### src/rtl/csa_resolver.sv
// csa_resolver: chunked multi-cycle carry-propagate adder that resolves a
// carry-save (sum, carry) pair into the binary value sum + 2*carry.
// Chunk bits are resolved per cycle with a registered ripple carry.
// Optional feature macro: CSA_RESOLVER_ZERO_SKIP_EN. When defined, the block
// finishes early once every remaining captured bit and the running carry
// are zero.
module csa_resolver #(
    parameter int Width = 8,
    parameter int Chunk = 4
) (
    input  logic             clk,
    input  logic             rst,
    input  logic             in_valid,
    output logic             in_ready,
    input  logic [Width-1:0] sum,
    input  logic [Width-1:0] carry,
    output logic             out_valid,
    input  logic             out_ready,
    output logic [Width+1:0] result
);

    localparam int N    = Width / Chunk;
    localparam int CntW = (N > 1) ? $clog2(N) : 1;

    typedef enum logic [1:0] {
        IDLE,
        BUSY,
        DONE
    } state_t;

    state_t           state_q;
    logic [Width-1:0] sum_q;
    logic [Width-1:0] carry_q;
    logic [Width+1:0] result_q;
    logic [CntW-1:0]  cnt_q;
    logic             rcarry_q;
    logic             inReady_q;
    logic             outValid_q;

    logic [Width-1:0] bVec;
    logic [Chunk-1:0] sumSlice;
    logic [Chunk-1:0] bSlice;
    logic [Chunk:0]   sliceTotal_d;
    logic             rcarry_d;
    logic             lastSlice;
    logic [1:0]       topBits_d;
    logic             finish_d;
    int               sliceBase;

`ifdef CSA_RESOLVER_ZERO_SKIP_EN
    logic             restZero;
    int               restBase;
`endif

    // Slice adder: resolves the current chunk and decides whether this is the final BUSY cycle.
    always_comb begin
        sliceBase    = int'(cnt_q) * Chunk;
        bVec         = carry_q << 1;
        sumSlice     = sum_q[sliceBase +: Chunk];
        bSlice       = bVec[sliceBase +: Chunk];
        sliceTotal_d = {1'b0, sumSlice} + {1'b0, bSlice} + {{Chunk{1'b0}}, rcarry_q};
        rcarry_d     = sliceTotal_d[Chunk];
        lastSlice    = (cnt_q == CntW'(N - 1));
        topBits_d    = {1'b0, carry_q[Width-1]} + {1'b0, rcarry_d};
        finish_d     = lastSlice;
`ifdef CSA_RESOLVER_ZERO_SKIP_EN
        // The carry bit just below the next slice boundary feeds that slice through the shift.
        restBase = sliceBase + Chunk;
        restZero = ((sum_q >> restBase) == '0) && ((carry_q >> (restBase - 1)) == '0) && !rcarry_d;
        if (restZero) begin
            finish_d = 1'b1;
        end
`endif
    end

    // Control FSM with registered handshake outputs; the result register fills one chunk per BUSY cycle.
    always_ff @(posedge clk) begin
        if (rst) begin
            state_q    <= IDLE;
            inReady_q  <= 1'b1;
            outValid_q <= 1'b0;
            result_q   <= '0;
            cnt_q      <= '0;
            rcarry_q   <= 1'b0;
            sum_q      <= '0;
            carry_q    <= '0;
        end else begin
            case (state_q)
                IDLE: begin
                    if (in_valid && inReady_q) begin
                        sum_q     <= sum;
                        carry_q   <= carry;
                        result_q  <= '0;
                        rcarry_q  <= 1'b0;
                        cnt_q     <= '0;
                        inReady_q <= 1'b0;
                        state_q   <= BUSY;
                    end
                end
                BUSY: begin
                    result_q[sliceBase +: Chunk] <= sliceTotal_d[Chunk-1:0];
                    rcarry_q <= rcarry_d;
                    cnt_q    <= cnt_q + 1'b1;
                    if (lastSlice) begin
                        result_q[Width+1:Width] <= topBits_d;
                    end
                    if (finish_d) begin
                        outValid_q <= 1'b1;
                        state_q    <= DONE;
                    end
                end
                DONE: begin
                    if (out_ready) begin
                        outValid_q <= 1'b0;
                        inReady_q  <= 1'b1;
                        state_q    <= IDLE;
                    end
                end
                default: begin
                    outValid_q <= 1'b0;
                    inReady_q  <= 1'b1;
                    state_q    <= IDLE;
                end
            endcase
        end
    end

    assign in_ready  = inReady_q;
    assign out_valid = outValid_q;
    assign result    = result_q;

endmodule
### config.mk
export PLATFORM = sky130hd
export DESIGN_NAME = csa_resolver
export DESIGN_NICKNAME = d
export VERILOG_FILES = /design/src/rtl/csa_resolver.sv
export SDC_FILE = /design/constraint.sdc
export NUM_CORES = 1
export LEC_CHECK = 0
export ABC_AREA = 1
export CORE_ASPECT_RATIO = 1.5
export CORE_MARGIN = 2
export CORE_UTILIZATION = 49
export CTS_BUF_LIST = sky130_fd_sc_hd__clkbuf_8 sky130_fd_sc_hd__clkbuf_16
export CTS_CLUSTER_SIZE = 28
export DETAILED_ROUTE_END_ITERATION = 7
export HOLD_SLACK_MARGIN = 0.05
export PLACE_DENSITY_LB_ADDON = 0.3
export RECOVER_POWER = 100
export SLEW_MARGIN = 30
export SYNTH_ARGS = -nofsm -noshare
export SYNTH_HDL_FRONTEND = slang
export SYNTH_SLANG_ARGS = --single-unit
### constraint.sdc
create_clock -name clk -period 2.5 [get_ports clk]
set_input_delay 0.25 -clock clk [delete_from_list [all_inputs] [get_ports clk]]
set_output_delay 0.25 -clock clk [all_outputs]
set_load 0.005 [all_outputs]
# --- Word-level counts from Yosys, hierarchy flattened ---
# Cells that the tools add are included.
totals:
  elab_cells: 48
  reg_bits: 32
  inputBits: 20
  output_inout_bits: 12
classes:
  n_eq_ne: 5
  n_shift: 4
  add_sub_neg: 5
  muxes: 16
  n_bitwise: 2
  reduce_logical: 8
ops:
  columns: ["operator", "n"]
  rows:
  - ["$neg A3 Y33", 1]
  - ["$shift A4 B33 Y10 const A", 1]
  - ["$shiftx A4 B33 Y10", 1]
  - ["$pmux W10 S2", 1]
  - ["$shiftx A8 B4 Y4", 2]
  - ["$bwmux W10", 1]
  - ["$mux W10", 1]
  - ["$reduce_and A3 Y1", 3]
  - ["$mux W2", 4]
  - ["$ne A2 B2 Y1 const B", 3]
  - ["$pmux W1 S3", 2]
  - ["$pmux W2 S3", 1]
  - ["$add A4 B4 Y5", 1]
  - ["$add A5 B1 Y5", 1]
  - ["$mux W1", 4]
  - ["$pmux W1 S2", 2]
  - ["$reduce_and A2 Y1", 2]
  - ["$add A1 B1 Y2", 1]
  - ["$eq A2 B1 Y1 const B", 1]
  - ["$eq A2 B2 Y1 const B", 1]
  - ["$logic_not A2 Y1", 1]
  - ["$not A1 Y1", 2]
  - ["$reduce_bool A2 Y1", 1]
  - ["$add A1 B1 Y1 const B", 1]
  - ["$logic_and A1 B1 Y1", 1]

# --- Logic depth before layout (Yosys ltp) ---
# Gate-level depths: netlist of run 1.
depth:
  depth_word: 7
  mapped_depth: 10
  ltp_nobuf: 10

# --- Worst setup path after synthesis of run 1 ---
# OpenSTA, ideal clock, no wires.
synth_path:
  path_kind: "register -> register"
  start: "register cnt_q"
  end: "register result_q[8], in the netlist result[8]"
  path_stages_with_launch: 9
  required_ns: 2.368
  period_less_slack_ns: 2.142
  arrival_time_ns: 2.009
  setup_slack_ns: 0.358
  setup_time_ns: 0.132
  n_path_buf: 1
  cell_sequence: "dfxtp_1 > buf_2 > mux2i_1 > fa_1 > fa_1 > o21ai_0 > ha_1 > nand2_1 > a21oi_1"
synth_between:
  elab_chain_cells: 7
  word_cells_on_any_way: 11
  cone_classes: "add/sub (4); shift (4); mux (3)"
synth_lines:
  columns: ["item", "line", "rtl"]
  rows:
  - ["start: declaration", "35", "logic [CntW-1:0] cnt_q;"]
  - ["start signal: assignment", "103", "cnt_q <= cnt_q + 1'b1;"]
  - ["$shiftx A8 B4 Y4 (on tied branches)", "59, 60", null]
  - ["$add A4 B4 Y5", "61", "sliceTotal_d = {1'b0, sumSlice} + {1'b0, bSlice} + {{Chunk{1'b0}}, rcarry_q};"]
  - ["$add A5 B1 Y5", "61", null]
  - ["$shiftx A4 B33 Y10", "101", "result_q[sliceBase +: Chunk] <= sliceTotal_d[Chunk-1:0];"]
  - ["$bwmux W10", "101", null]
  - ["$mux W2 (*)", "104", "if (lastSlice) begin"]
  - ["$pmux W10 S2 (*)", "88", "case (state_q)"]
  - ["end signal: indexed assignment", "101", null]
  - ["end signal: indexed assignment", "105", "result_q[Width+1:Width] <= topBits_d;"]
  - ["end: declaration", "34", "logic [Width+1:0] result_q;"]
# Mark *: on every way between the ends. The rest lies on a longest branch, timed or not.
# A chain may end at the register's enable or synchronous reset.

# --- Final worst setup path of run 1 ---
# Same ends and word-level chain as after synthesis.

==> results of run 1 <==
layout by cell type (no fill, tap or decap), types with 2 or more instances in the layout:
| cell type | Yosys | layout |
|---|---|---|
| a21oi_1 | 16 | 16 |
| clkbuf_8 | 0 | 6 |
| inv_1 | 15 | 17 |
| clkdlybuf4s50_1 | 0 | 17 |
| nand2_1 | 41 | 41 |
| fa_1 | 2 | 2 |
| clkinv_2 | 0 | 2 |
| dlygate4sd3_1 | 0 | 14 |
| o21ai_0 | 22 | 22 |
| ha_1 | 4 | 4 |
| or2_2 | 2 | 2 |
| nor2_1 | 32 | 33 |
| dfxtp_1 | 32 | 31 |
| nand3_1 | 4 | 4 |
| o21a_1 | 2 | 2 |
flip-flops by register name (all words and copies together) (netlist names):
signal     cells
carry_q        8
cnt_q          1
in_ready       1
out_valid      1
rcarry_q       1
result        10
state_q        2
sum_q          8
per-stage QoR:
step | setup slack, ps | total power, mW | std cells
4_1_cts | 130 | 1.26 | 259
5_1_grt | 98.0 | 1.32 | 259
6_report | 252 | 1.23 | 259
3_5_place_dp | 136 | 0.853 | 251
2_1_floorplan | 358 | 0.768 | 188
3_3_place_gp | 237 | 0.840 | 251
kinds of logic after synthesis:
kind of cell               Yosys count  synth area share
AOI/OAI and AO/OA                   40             0.147
xor gates and xnor gates             1           0.00627
adders and majority gates            6            0.0645
buffers and inverters               25            0.0806
DFF                                 32             0.458
muxes                                1           0.00716
and+or+nand+nor                     83             0.236
worst max-delay path: cells and delay by family (launching register included):
family                     cells  cell delay (ps)
muxes                          1              130
adders and majority gates      3             1150
and+or+nand+nor                1               70
AOI/OAI and AO/OA              2              330
DFF                            1              440
power by group through the flow:
stage                     registers, mW  logic (mW)  clock network [mW]
final                             0.584       0.248               0.402
after global placement            0.595       0.246                   0
after CTS                         0.585       0.258               0.414
after floorplan                   0.585       0.183                   0
after global routing              0.590       0.286               0.448
after detailed placement          0.596       0.257                   0
synthesized netlist by cell type:
master and instances:
nand2_2 1, nor2_2 2, buf_2 1, o21ai_0 22
ha_1 4, buf_6 2, inv_2 2, nor2_1 32
o21a_1 2, nand2_1 41, inv_1 15, or2_2 2
mux2i_1 1, a21oi_1 16, clkbuf_1 3, clkinv_1 1
xnor2_1 1, nand3_1 4, dfxtp_1 32, nor3_1 1
fa_1 2, inv_4 1
area by class of cell:
cell class	count	area, um2	share of cell area
tap	37	46.3	0.0256
clock inverter	2	10.0	0.00553
timing repair buffer	32	314	0.173
sequential	32	642	0.355
clock buffer	6	82.6	0.0456
multi-input combinational	131	642	0.355
inverter	19	73.8	0.0408
metal layers:
layer	global-route usage	up-vias	wire, um
li1	-	663	-
met1	0.198	554	1100
met2	0.350	27	1470
met3	0.0807	8	123
met4	0.123	0	84
met5	0	-	0
final timing paths:
path               end  slack [ps]  startpoint
max          result[8]         250       cnt_q
min          result[2]         460   result[2]
max reg2reg  result[8]         250       cnt_q
min reg2reg  result[2]         460   result[2]
==> out/qor.csv, run 1 <==
stage,metric,value,unit
outcome,outcome,finished clean,
routing,drt total wl,2780,um
placement,hpwl dp,2140,um
sta,clk_skew,3.36,ps
power,Sw Share,0.285,
sta,Worst Tran Pin Value,628,ps
die,I/O pin total,32,
final_layout,share of layout cells above drive strength 1,0.0631,
die,Die H,69.4,um
sta,unrepaired setup endpoints after global routing,no,
job,max_cap viols,0,
routing,WL/cell,10.7,um
sta,fmax,0.445,GHz
grt,GRT Util Overall,0.208,
placement,GPL Wtd Cong,0.867,
die,die area,3300,um2
clock_network,Setup Buffers After CTS,0,
sta,Finish-stage setup viols,0,
clock_network,clk root buf,clkbuf_8,
clock_network,# resized after CTS,0,
synth,syn_nets,214,
synth,Ys Warns,0,
setup_path,Setup crit start kind,flip-flop,
routing,Routed Antenna Nets,0,
synth,cells after synthesis,188,
power,static leakage,0.799,nW
synth,average size of a mapped cell,7.43,um2
power,Sequential Power Share,0.474,
sta,Final period util,0.899,
final_layout,fill cell count,267,
clock_network,cts bufs inserted,5,
clock_network,CTS tree,yes,
clock_network,hold_buf cts,0,
setup_path,CP most frequent cell,fa_1,
setup_path,critical setup path kind,reg -> reg,
clock_network,H-Tree Depth,2,
final_layout,final instance area,1810,um2
setup_path,critical-path maximum fanout,12,
synth,Seq cells post-synth,32,
setup_path,CP Capture Type,flip-flop,
setup_path,cells on worst reg2reg path,7,
setup_path,CP max stage cell,dfxtp_2,
routing,initial drt markers,19,
sta,setup TNS,0,ps
power,internal power,0.882,mW
grt,vias in the first global route,1233,
power,Clock Power Share,0.325,
min_path,Hold WC Path Type,reg -> reg,
clock_network,clock sinks,32,
sta,Final Critical Period,2250,ps
setup_path,CP Cell Sequence,"mux2i_1, fa_1, fa_1, o21ai_0, ha_1, nand2_1, a21oi_1",
die,core box area,2710,um2
routing,drt drc,0,
final_layout,Final Net Count,247,
clock_network,Skew-Pair Late Insertion Delay,290,ps
power,Pwr Density,681,nW/um2
setup_path,Max stage delay on crit path,440,ps
routing,total number of vias,1252,
setup_path,critical path arrival,2400,ps
sta,final slew viol count,0,
synth,register area share after synthesis,0.458,
grt,initial antenna violation count,0,
synth,post-synth top area share,0.458,
clock_network,clock-pin slew on the worst setup and hold paths,60,ps
grt,first-pass GRT wire length,4940,um
placement,IO Port Bufs,31,
routing,Pre-Repair DR Iteration Count,4,
grt,largest net degree at the start of global routing,21,
placement,DP Area,1720,um2
min_path,Hold Path Depth,2,
routing,Vias/cell,4.83,
power,maximum VDD drop,0.454,mV
grt,total grt overflow,0,
final_layout,Area Overhead vs Synth,29.5,%
final_layout,ANT cells,0,
power,Logic pwr share,0.201,
synth,Netlist cell types,22,
clock_network,CTS max path bufs,2,
synth,mapped cell area,1400,um2
sta,Hold WS,460,ps
final_layout,Final Core Density,0.669,
die,row count,23,
die,initial core utilization,0.517,
power,Psw,0.352,mW
synth,"top cells by area, synth","dfxtp_1 (46%), nand2_1 (11%), nor2_1 (8.6%)",
sta,Final Hold Violating Endpoints,0,
die,Die W,47.6,um
sta,Max transition margin,0.580,
setup_path,Critical Path RT,2650,ps
synth,cell accounting for the most synthesized area,dfxtp_1,
Note: power is estimated with default switching activity, not from simulation.
==> inputs of run 2 (changes only) <==
--- a/config.mk
+++ b/config.mk
@@ -15,7 +15,7 @@
 export HOLD_SLACK_MARGIN = 0.05
 export PLACE_DENSITY_LB_ADDON = 0.3
 export RECOVER_POWER = 100
-export SLEW_MARGIN = 30
+export SLEW_MARGIN = 10
 export SYNTH_ARGS = -nofsm -noshare
 export SYNTH_HDL_FRONTEND = slang
 export SYNTH_SLANG_ARGS = --single-unit
==> results of run 2 <==
The final DEF is identical to that of run 1; final timing and power are the same.
